===== config.mk =====
export PLATFORM = sky130hd
export DESIGN_NAME = vc_pop_arbiter
export DESIGN_NICKNAME = d
export VERILOG_FILES = /design/src/rtl/vc_pop_arbiter.sv
export SDC_FILE = /design/constraint.sdc
export NUM_CORES = 1
export LEC_CHECK = 0
export ABC_CLOCK_PERIOD_IN_PS = 4900
export BUFFER_PORTS_ARGS = -buffer_cell sky130_fd_sc_hd__buf_2
export CELL_PAD_IN_SITES_DETAIL_PLACEMENT = 1
export CELL_PAD_IN_SITES_GLOBAL_PLACEMENT = 2
export CORE_MARGIN = 2
export CORE_UTILIZATION = 23
export CTS_CLUSTER_DIAMETER = 100
export DETAILED_ROUTE_END_ITERATION = 8
export MAX_ROUTING_LAYER = met4
export PLACE_DENSITY = 0.86
export RECOVER_POWER = 100
export SLEW_MARGIN = 20
export SYNTH_ARGS = -nofsm -noshare
export SYNTH_HDL_FRONTEND = slang
export SYNTH_SLANG_ARGS = --single-unit

===== constraint.sdc =====
create_clock -name clk -period 4.9 [get_ports clk]
set_input_delay 1.47 -clock clk [delete_from_list [all_inputs] [get_ports clk]]
set_output_delay 1.47 -clock clk [all_outputs]
set_load 0.05 [all_outputs]

===== src/rtl/vc_pop_arbiter.sv =====
// Round-robin arbiter draining four VC FIFOs into one downstream FIFO, throttled by almost_full.
// Optional per-channel grant counters are built when ARB_CNT_EN is defined.
module vc_pop_arbiter #(
   parameter int unsigned data_width = 10,
   parameter int unsigned NUM_CH     = 4
) (
   input  logic                  clk,
   input  logic                  reset,
   input  logic                  enable,
   input  logic [3:0]            empty_in,
   input  logic [data_width-1:0] data_in0,
   input  logic [data_width-1:0] data_in1,
   input  logic [data_width-1:0] data_in2,
   input  logic [data_width-1:0] data_in3,
   input  logic                  almost_full_out,
   output logic [3:0]            pop,
   output logic                  push_out,
   output logic [data_width-1:0] data_out,
   output logic [1:0]            grant,
`ifdef ARB_CNT_EN
   output logic [31:0]           grant_cnt,
`endif
   output logic                  busy
);

   localparam logic [1:0] IDLE   = 2'd0;
   localparam logic [1:0] ACTIVE = 2'd1;
   localparam logic [1:0] STALL  = 2'd2;

   logic [1:0] state, state_nxt;
   logic [1:0] rr_ptr;
   logic [1:0] sel_q;
   logic       pop_q;
   logic       pop_any;
   logic [1:0] pop_idx;
   logic [1:0] idx;
   logic       all_empty;

   assign all_empty = &empty_in;

   // First non-empty channel at or above rr_ptr, modulo 4; gated so reset never pops.
   always_comb begin
      pop_any = 1'b0;
      pop_idx = '0;
      idx     = '0;
      if (state == ACTIVE && enable && !almost_full_out && !reset) begin
         for (int unsigned i = 0; i < NUM_CH; i++) begin
            idx = rr_ptr + 2'(i);
            if (!pop_any && !empty_in[idx]) begin
               pop_any = 1'b1;
               pop_idx = idx;
            end
         end
      end
   end

   assign pop = pop_any ? (4'b0001 << pop_idx) : '0;

   always_comb begin
      state_nxt = state;
      case (state)
         IDLE:
            if (enable && !all_empty && !almost_full_out) state_nxt = ACTIVE;
         ACTIVE:
            if (almost_full_out)              state_nxt = STALL;
            else if (!enable || all_empty)    state_nxt = IDLE;
         STALL:
            if (!almost_full_out && enable && !all_empty) state_nxt = ACTIVE;
            else                                           state_nxt = IDLE;
         default:
            state_nxt = IDLE;
      endcase
   end

   always_ff @(posedge clk) begin
      if (reset) begin
         state  <= IDLE;
         rr_ptr <= '0;
         sel_q  <= '0;
         pop_q  <= 1'b0;
      end else begin
         state <= state_nxt;
         pop_q <= pop_any;
         if (pop_any) begin
            rr_ptr <= pop_idx + 2'd1;
            sel_q  <= pop_idx;
         end
      end
   end

   // sel_q only moves on a pop, so grant naturally holds between pushes.
   assign push_out = pop_q;
   assign grant    = sel_q;
   assign busy     = (state == ACTIVE) || (state == STALL);

   always_comb begin
      data_out = '0;
      if (pop_q) begin
         case (sel_q)
            2'd0:    data_out = data_in0;
            2'd1:    data_out = data_in1;
            2'd2:    data_out = data_in2;
            default: data_out = data_in3;
         endcase
      end
   end

`ifdef ARB_CNT_EN
   logic [7:0] cnt [4];

   always_ff @(posedge clk) begin
      if (reset) begin
         for (int unsigned i = 0; i < NUM_CH; i++) cnt[i] <= '0;
      end else if (push_out) begin
         cnt[grant] <= cnt[grant] + 8'd1;
      end
   end

   assign grant_cnt = {cnt[3], cnt[2], cnt[1], cnt[0]};
`endif

endmodule


==> reports/metrics.yaml, run 1 <==
critical_path:
  crit_fanout: 7
  crit_required_ps: 3430
  arrival_ps: 3080
  crit_path_start_kind: "input pin"
  path_class: "input pin to primary output"
  endpoint_kind: "primary output"
power_and_ir_drop:
  leakage_nw: 0.539
  switchingPower_mw: 0.0511
  p_seq_frac: 0.316
  combPwrFrac: 0.266
  internal_power_mw: 0.142
  swShare: 0.265
  p_per_area_nw_per_um2: 150
  ir_drop_mv: 0.137
  p_clk_frac: 0.417
clock_tree:
  clock_path_buffers: 2
  htree_levels: 1
  insertion_delay_ps: 220
  cts_hold_buf: 0
  ctsResizeCount: 0
  cts.sinks: 7
  numCtsBuffers: 3
  cts_tree: "yes"
  path_clk_slew_ps: 40
  root_buffer: "clkbuf_8"
  post_cts_buffers: 0
floorplanning:
  die_h_um: 66.1
  boundaryPins: 66
  placementRows: 22
  fp.dieArea_um2: 4370
  core_area_um2: 3690
  start_util: 0.241
  fp.dieW_um: 66.1
logic_synthesis:
  synth_cells: 86
  yosys.area.top_type: "mux4_2"
  syn_area_per_cell_um2: 10.3
  synthTopCellsByArea: "mux4_2 (25%), dfxtp_1 (16%), ha_1 (11%)"
  synth_seq_area_share: 0.158
  synth-seq-cells: 7
  yosysUniqueCellTypes: 33
  netlist.area_leader.share: 0.254
  synthArstFlopShare: 0
  synthFlopType: "dfxtp_1"
  synth_common_cells: "and2_1 (15), mux4_2 (10), ha_1 (8)"
  syn_area_um2: 887
  synth_most_common_cell: "and2_1"
  synth-edff-count: 0
  synth_nets: 142
  synth_warnings: 0
timing:
  final.min_clock_period_ps: 4550
  slew_viol_final: 0
  slew_headroom: 0.536
  finalCritPeriodShare: 0.928
  max_freq_ghz: 0.220
  setup_tns_ps: 0
  worst_slew_pin_slew_ps: 696
  rsz0062_at_grt: "no"
  holdWs_ps: 570
  hold_viol: 0
  setup_violations: 0
  finClkSkew_ps: 0.568
global_route:
  grt_usage: 0.121
  grt_pass1_wl_mm: 4.08
  grt.overflow.total: 0
  grt_pass1_vias: 965
  antenna_found_initial: 0
  grt_max_degree: 13
run:
  max-cap-violations: 0
cells_and_area:
  fin_cells: 201
  diodes: 0
  final_layout_size_suffix_gt1_frac: 0.444
  num-fill-cells: 444
  areaGrowthSynthToFinish_pct: 44.6
  fin_nets: 210
routing:
  drtIter0Drc: 12
  wl_mm: 2.73
  drtAntennaViolNets: 0
  drcViolationCount: 0
  via_count: 950
  dr.pass1.iters: 2
  post_drt_wl_per_cell_um: 13.6
  post_drt_via_cell_ratio: 4.73
place:
  gp_congestion: 0.736
  dp.cells: 197
  dpl.hpwl_mm: 2.32
  io_buffers: 65
min_path:
  worstHoldPathType: "flip-flop to flip-flop"
outcome:
  status: "finished clean"
==> metal layers <==
metal,share of wire,routed length [um],global-route usage,up-vias
li1,-,-,-,456
met1,0.39,1070,0.120,442
met2,0.46,1270,0.223,52
met3,0.14,394,0.0596,0
met4,0,0,0.00510,0
met5,0,0,-,-
==> power groups by stage <==
| stage | Sequential, mW | Clock (mW) | Combinational [mW] |
|---|---|---|---|
| after floorplan | 0.0616 | 0 | 0.0270 |
| after global placement | 0.0618 | 0 | 0.0503 |
| after detailed placement | 0.0619 | 0 | 0.0527 |
| after CTS | 0.0609 | 0.0833 | 0.0529 |
| after global routing | 0.0612 | 0.0875 | 0.0565 |
| final | 0.0610 | 0.0803 | 0.0513 |
==> flip-flops by register name, summed over array words and instances (netlist names) <==
name / cells
grant: 2
push_out: 1
state: 2
rr_ptr: 2
==> worst paths after layout <==
kind | from | end | slack (ps) | depth (start not counted)
setup reg to reg | state[0]$_SDFFE_PP0P_ | rr_ptr[1]$_SDFFE_PP0P_ | 2990 | 7
hold / removal | state[0]$_SDFFE_PP0P_ | state[0]$_SDFFE_PP0P_ | 570 | 2
hold reg to reg | state[0]$_SDFFE_PP0P_ | state[0]$_SDFFE_PP0P_ | 570 | 2
setup / recovery | empty_in[1] | pop[1] | 350 | 8
==> metrics by stage <==
stage	power, mW	utilization	setup WS (ps)	instance area [um^2]
finish	0.193	0.348	355	1280
global route	0.205	0.348	257	1280
detailed placement	0.115	0.342	369	1260
CTS	0.197	0.354	370	1310
floorplan	0.0886	-	633	887
global placement	0.112	0.342	453	1260
==> worst max-delay path, stage by stage <==
cell and delay (ps):
buf_2 140, and2b_1 210, o211ai_2 100, a2111oi_4 470, inv_1 120, ha_1 190
and2_1 140, clkbuf_2 230
==> placed cells by master, fill, tap and decap left out <==
master      n
a221oi_2    1
nand2b_1    2
o211ai_2    1
and4_1      1
a21boi_0    1
o31ai_1     2
nor3_2      1
clkbuf_8    3
ha_1        8
mux4_2     10
a22o_1      1
a31oi_1     1
o21ai_0     1
clkbuf_2    2
and2b_1     1
or2b_1      1
nand2_1     6
a2111oi_4   1
a21o_1      1
nor3b_1     1
mux2i_1     2
clkbuf_1   16
or4_1       1
nand4bb_1   2
o211ai_1    2
dfxtp_1     7
o21ai_1     1
nor2_1      5
nand3_1     1
inv_1       4
mux2_1      1
a21oi_1     1
and2_1     15
buf_2      49
==> final cells by class <==
class	instances	area (um^2)	area share
multi-input combinational	72	711	0.554
timing repair buffer	66	312	0.243
sequential	7	140	0.109
tap	48	60.1	0.0468
clock buffer	4	45.0	0.0351
inverter	4	15.0	0.0117
==> cell families (layout without fill, tap and decap cells) <==
family                     after synthesis  in the layout  synth area share
and+or+nand+nor                         37             37             0.255
AOI/OAI and AO/OA                       14             14             0.147
muxes                                   13             13             0.289
adders and majority gates                8              8             0.113
DFF                                      7              7             0.158
buffers and inverters                    7             74            0.0381
Note: power is estimated with default switching activity, not from simulation.
==> run 2: changes to the inputs <==
CELL_PAD_IN_SITES_DETAIL_PLACEMENT = 0   (was 1)
CELL_PAD_IN_SITES_GLOBAL_PLACEMENT = 1   (was 2)
CORE_UTILIZATION = 30   (was 23)
PLACE_DENSITY = 0.87   (was 0.86)
==> run 2 against run 1 <==
Critical path depth unchanged. Via count shrank 3.8%. Highest routed layer unchanged. Maximum frequency is 0.77% lower. Global-route usage grew 2.3 points. Register-to-register slack better by 30 ps. Design area decreased by 3.2%. Critical path type unchanged.
==> reports/metrics.yaml, run 2 (synthesis results as in run 1) <==
outcome:
  status: "finished clean"
timing:
  slew_headroom: 0.542
  finalCritPeriodShare: 0.935
  setup_violations: 0
  rsz0062_at_grt: "no"
  setup_tns_ps: 0
  hold_viol: 0
  final.min_clock_period_ps: 4580
  slew_viol_final: 0
  max_freq_ghz: 0.218
  worst_slew_pin_slew_ps: 685
  finClkSkew_ps: 5.67
clock_tree:
  root_buffer: "clkbuf_4"
  ctsResizeCount: 0
  path_clk_slew_ps: 50
  post_cts_buffers: 0
  htree_levels: 1
  cts_tree: "yes"
  cts.sinks: 7
  clock_path_buffers: 2
  cts_hold_buf: 0
  numCtsBuffers: 3
  insertion_delay_ps: 250
global_route:
  grt_pass1_vias: 876
  grt_max_degree: 13
  grt_usage: 0.144
  grt_pass1_wl_mm: 3.68
  antenna_found_initial: 0
  grt.overflow.total: 0
floorplanning:
  die_h_um: 58.4
  core_area_um2: 2780
  start_util: 0.319
  fp.dieArea_um2: 3410
  fp.dieW_um: 58.4
  placementRows: 19
  boundaryPins: 66
power_and_ir_drop:
  p_seq_frac: 0.371
  leakage_nw: 0.527
  internal_power_mw: 0.116
  ir_drop_mv: 0.107
  total_power_mw: 0.163
  p_clk_frac: 0.320
  p_per_area_nw_per_um2: 132
  combPwrFrac: 0.309
  swShare: 0.289
  switchingPower_mw: 0.0472
critical_path:
  timing.rr.start: "rr_ptr[0]$_SDFFE_PP0P_"
  crit_path_start: "empty_in[1]"
  path_class: "input pin to primary output"
  reg2reg_depth: 7
  crit_fanout: 7
  crit_path_start_kind: "input pin"
  crit_required_ps: 3430
  arrival_ps: 3110
  crit_chain: "clkbuf_1 -> and2b_1 -> o211ai_2 -> a2111oi_4 -> inv_1 -> ha_1 -> and2_1 -> clkbuf_2"
  max_stage_delay_ps: 470
  r2r_end: "rr_ptr[1]$_SDFFE_PP0P_"
  endpoint_kind: "primary output"
  r2r_slack_ps: 3020
  cp_slowest_cell: "a2111oi_4"
min_path:
  hold_start: "state[0]$_SDFFE_PP0P_"
  worstHoldPathType: "flip-flop to flip-flop"
  hold_depth: 2
  worstHoldEndpoint: "state[0]$_SDFFE_PP0P_"
routing:
  post_drt_wl_per_cell_um: 12.8
  routed.top_layer: "met3"
  via_count: 914
  drtAntennaViolNets: 0
  dr.pass1.iters: 4
  drtIter0Drc: 45
  route.met2.wl_mm: 1.15
  wl_met3_um: 288
  drcViolationCount: 0
  wl_mm: 2.35
  wl_met1_um: 911
  post_drt_via_cell_ratio: 4.97
place:
  io_buffers: 65
  dpl.hpwl_mm: 1.99
  gp_congestion: 0.738
cells_and_area:
  final_common_cell: "buf_2"
  diodes: 0
  final_cell_mix: "buf_2 (47), clkbuf_1 (17), and2_1 (15)"
  fin_nets: 210
  areaGrowthSynthToFinish_pct: 39.9
  num-fill-cells: 290
  final_layout_size_suffix_gt1_frac: 0.438
run:
  max-cap-violations: 0
-- run 2: how the worst max path moves through the flow --
stage | endpoint | slack, ps | depth (start not counted)
after detailed placement | pop[0] | 390 | 8
after global placement | pop[0] | 460 | 8
final | pop[0] | 320 | 8
after floorplan | pop[3] | 630 | 6
after CTS | pop[0] | 390 | 8
after global routing | pop[0] | 220 | 8
-- run 2: area by class of cell --
type                    instances  area [um^2]  area share
multi-input cells              72          711       0.573
well taps                      31         38.8      0.0313
inverters                       4         15.0      0.0121
clock buffers                   4         26.3      0.0212
flip-flops and latches          7          140       0.113
repair buffers                 66          310       0.250
-- run 2: layer usage --
metal | GRT usage | vias to the layer above
li1 | - | 461
met1 | 0.155 | 402
met2 | 0.257 | 51
met3 | 0.0462 | 0
met4 | 0.0299 | 0
met5 | - | -
-- run 2: power by group through the flow --
| stage | Sequential, mW | Combinational (mW) | Clock, mW |
|---|---|---|---|
| after floorplan | 0.0616 | 0.0270 | 0 |
| after global placement | 0.0617 | 0.0499 | 0 |
| after detailed placement | 0.0618 | 0.0516 | 0 |
| after CTS | 0.0607 | 0.0518 | 0.0549 |
| after global routing | 0.0611 | 0.0551 | 0.0602 |
| final | 0.0606 | 0.0504 | 0.0522 |
-- run 2: worst max-delay path: cells and delay by family --
| kind | cells | cell delay, ps |
|---|---|---|
| adder cells (fa/ha/maj) | 1 | 200 |
| buffers and inverters | 3 | 500 |
| AND/OR/NAND/NOR | 2 | 370 |
| AO/OA/AOI/OAI | 2 | 570 |
-- run 2: stage by stage --
step | instances | area, um^2 | worst slack [ps] | utilization | hold slack [ps]
2_1_floorplan | 86 | 887 | 633 | - | 504
3_3_place_gp | 180 | 1240 | 463 | 0.446 | 529
3_5_place_dp | 180 | 1240 | 392 | 0.446 | 550
4_1_cts | 184 | 1270 | 392 | 0.455 | 561
5_1_grt | 184 | 1240 | 221 | 0.446 | 588
6_report | 184 | 1240 | 320 | 0.446 | 557
==> run 3: changes to the inputs <==
ABC_AREA = 1   (was not set)
CORE_UTILIZATION = 28   (was 30)
PLACE_DENSITY = 0.86   (was 0.87)
RECOVER_POWER = not set   (was 100)
==> run 3 against run 2 <==
First-iteration DRC count shrank 11%. Clock-buffer cell count down 1. Worst setup slack improved by 190 ps. Routed wire length grew 22%. Flip-flop and latch count unchanged. Clock power increased by 54%. Via count rose by 41%. Maximum frequency rose by 4.3%. Non-clock buffer count shrank 1. Sequential share of layout area fell by 1.6 points. Total power is 26% higher.
==> reports/metrics.yaml, run 3 <==
outcome:
  status: "finished clean"
critical_path:
  path_class: "input pin to primary output"
  r2r_end: "rr_ptr[1]$_SDFFE_PP0P_"
  crit_required_ps: 3430
  arrival_ps: 2920
  endpoint_kind: "primary output"
  crit_path_start: "almost_full_out"
  crit_fanout: 10
  crit_path_start_kind: "input pin"
  r2r_slack_ps: 2950
  timing.rr.start: "rr_ptr[0]$_SDFFE_PP0P_"
  reg2reg_depth: 12
  cp-endpoint: "pop[3]"
floorplanning:
  fp.dieW_um: 64.9
  start_util: 0.288
  die_h_um: 64.9
  placementRows: 22
  core_area_um2: 3610
  boundaryPins: 66
  fp.dieArea_um2: 4210
routing:
  wl_mm: 2.85
  drcViolationCount: 0
  via_count: 1289
  post_drt_wl_per_cell_um: 9.55
  drtAntennaViolNets: 0
  post_drt_via_cell_ratio: 4.31
  dr.pass1.iters: 4
  drtIter0Drc: 40
clock_tree:
  cts_hold_buf: 0
  numCtsBuffers: 3
  cts_tree: "yes"
  clock_path_buffers: 2
  htree_levels: 1
  post_cts_buffers: 0
  root_buffer: "clkbuf_8"
  path_clk_slew_ps: 40
  cts.sinks: 7
  insertion_delay_ps: 220
  ctsResizeCount: 0
power_and_ir_drop:
  p_clk_frac: 0.392
  swShare: 0.311
  switchingPower_mw: 0.0637
  combPwrFrac: 0.305
  internal_power_mw: 0.141
  p_seq_frac: 0.303
  total_power_mw: 0.205
  p_per_area_nw_per_um2: 142
  leakage_nw: 0.922
  ir_drop_mv: 0.0666
logic_synthesis:
  syn_area_per_cell_um2: 5.58
  synth_xor_area_frac: 0
  synth_fa_ha_area_frac: 0.0965
  synthFlopType: "dfxtp_1"
  synthTopCellsByArea: "nand2_1 (22%), dfxtp_1 (14%), inv_1 (12%)"
  synth_top_family_by_area: "simple AND/OR/NAND/NOR gates"
  synthArstFlopShare: 0
  synth_warnings: 0
  synth_nets: 242
  yosysUniqueCellTypes: 21
  netlist.area_leader.share: 0.217
  synthSimpleGateAreaFrac: 0.437
  synth_common_cells: "nand2_1 (60), inv_1 (32), nand3_1 (18)"
  synth_most_common_cell: "nand2_1"
  yosys.area.top_type: "nand2_1"
  synth_seq_area_share: 0.135
  synth-edff-count: 0
  synth-seq-cells: 7
  syn_area_um2: 1040
  synth_mux_area_frac: 0
  synth_cells: 186
  synth_compound_area_frac: 0.177
global_route:
  grt_pass1_wl_mm: 4.57
  grt_usage: 0.137
  grt.overflow.total: 0
  grt_pass1_vias: 1089
  antenna_found_initial: 0
  grt_max_degree: 17
timing:
  finClkSkew_ps: 2.50
  setup_tns_ps: 0
  max_freq_ghz: 0.228
  slew_viol_final: 0
  worst_slew_pin_slew_ps: 509
  finalCritPeriodShare: 0.896
  holdWs_ps: 513
  slew_headroom: 0.660
  setup_violations: 0
  hold_viol: 0
  final.min_clock_period_ps: 4390
  rsz0062_at_grt: "no"
  layout_setup_ws_ps: 510
cells_and_area:
  final_common_cell: "buf_2"
  area.sequential_um2: 140
  areaGrowthSynthToFinish_pct: 39.2
  design_area_um2: 1440
  num-fill-cells: 415
  final_layout_size_suffix_gt1_frac: 0.339
  final_cell_mix: "buf_2 (65), nand2_1 (60), inv_1 (32)"
  diodes: 0
  fin_nets: 308
  multi_input_area_um2: 737
place:
  pre_cts_ws_ps: 481
  io_buffers: 65
  placed_area_um2: 1400
  gp_congestion: 0.872
  dpl.hpwl_mm: 2.24
run:
  max-cap-violations: 0
min_path:
  worstHoldPathType: "flip-flop to flip-flop"
-- run 3: cell types whose count changed after synthesis, moves of 13 or more --
cell / previous run / this run
o21ai_0: 1 / 14
inv_1: 4 / 32
nand3_1: 1 / 18
nand2_1: 6 / 60
and2_1: 15 / 0
-- run 3: cell families (layout without fill, tap and decap cells) --
kind of cell             after synthesis  count (layout)
AND/OR/NAND/NOR                      102             102
buffers and inverters                 38             103
AO/OA/AOI/OAI                         31              31
adder cells (fa/ha/maj)                8               8
flip-flops                             7               7
-- run 3: worst min path at each step --
stage,start,endpoint,depth (start not counted)
3_5_place_dp,state[1]$_SDFFE_PP0P_,state[1]$_SDFFE_PP0P_,2
4_1_cts,state[1]$_SDFFE_PP0P_,state[1]$_SDFFE_PP0P_,2
3_3_place_gp,state[0]$_SDFFE_PP0P_,state[0]$_SDFFE_PP0P_,2
2_1_floorplan,state[1]$_SDFFE_PP0P_,state[1]$_SDFFE_PP0P_,2
6_report,state[0]$_SDFFE_PP0P_,state[0]$_SDFFE_PP0P_,2
5_1_grt,state[0]$_SDFFE_PP0P_,state[0]$_SDFFE_PP0P_,2
-- run 3: critical path: stages --
cell	delay (ps)
buf_2	120
nor3_2	200
nand2_1	70
inv_1	80
nand2_2	120
inv_1	110
nand3_2	130
inv_1	100
ha_1	140
inv_1	30
nor2_1	80
buf_2	260
-- run 3: layout make-up --
type,instances,share of cell area
Clock inverter,1,0.00347
Clock buffer,3,0.0286
Sequential cell,7,0.0971
Tap cell,48,0.0416
Multi-Input combinational cell,141,0.510
Timing Repair Buffer,65,0.225
Inverter,34,0.0936
-- run 3: metrics by stage --
stage / utilization / instances
global placement: 0.388 / 295
CTS: 0.400 / 299
detailed placement: 0.388 / 295
floorplan: - / 186
global route: 0.400 / 299
finish: 0.400 / 299
-- run 3: metal layers --
layer,vias to the layer above,GRT usage,part of all wire
li1,723,-,-
met1,516,0.174,0.47
met2,48,0.219,0.43
met3,2,0.0174,0.091
met4,0,0.0559,0.010
met5,-,-,0
-- run 3: power groups by stage --
| stage | logic, mW | registers (mW) | clock network (mW) |
|---|---|---|---|
| floorplan | 0.0380 | 0.0621 | 0 |
| global placement | 0.0628 | 0.0631 | 0 |
| detailed placement | 0.0627 | 0.0630 | 0 |
| CTS | 0.0629 | 0.0620 | 0.0832 |
| global route | 0.0709 | 0.0624 | 0.0885 |
| finish | 0.0625 | 0.0621 | 0.0803 |
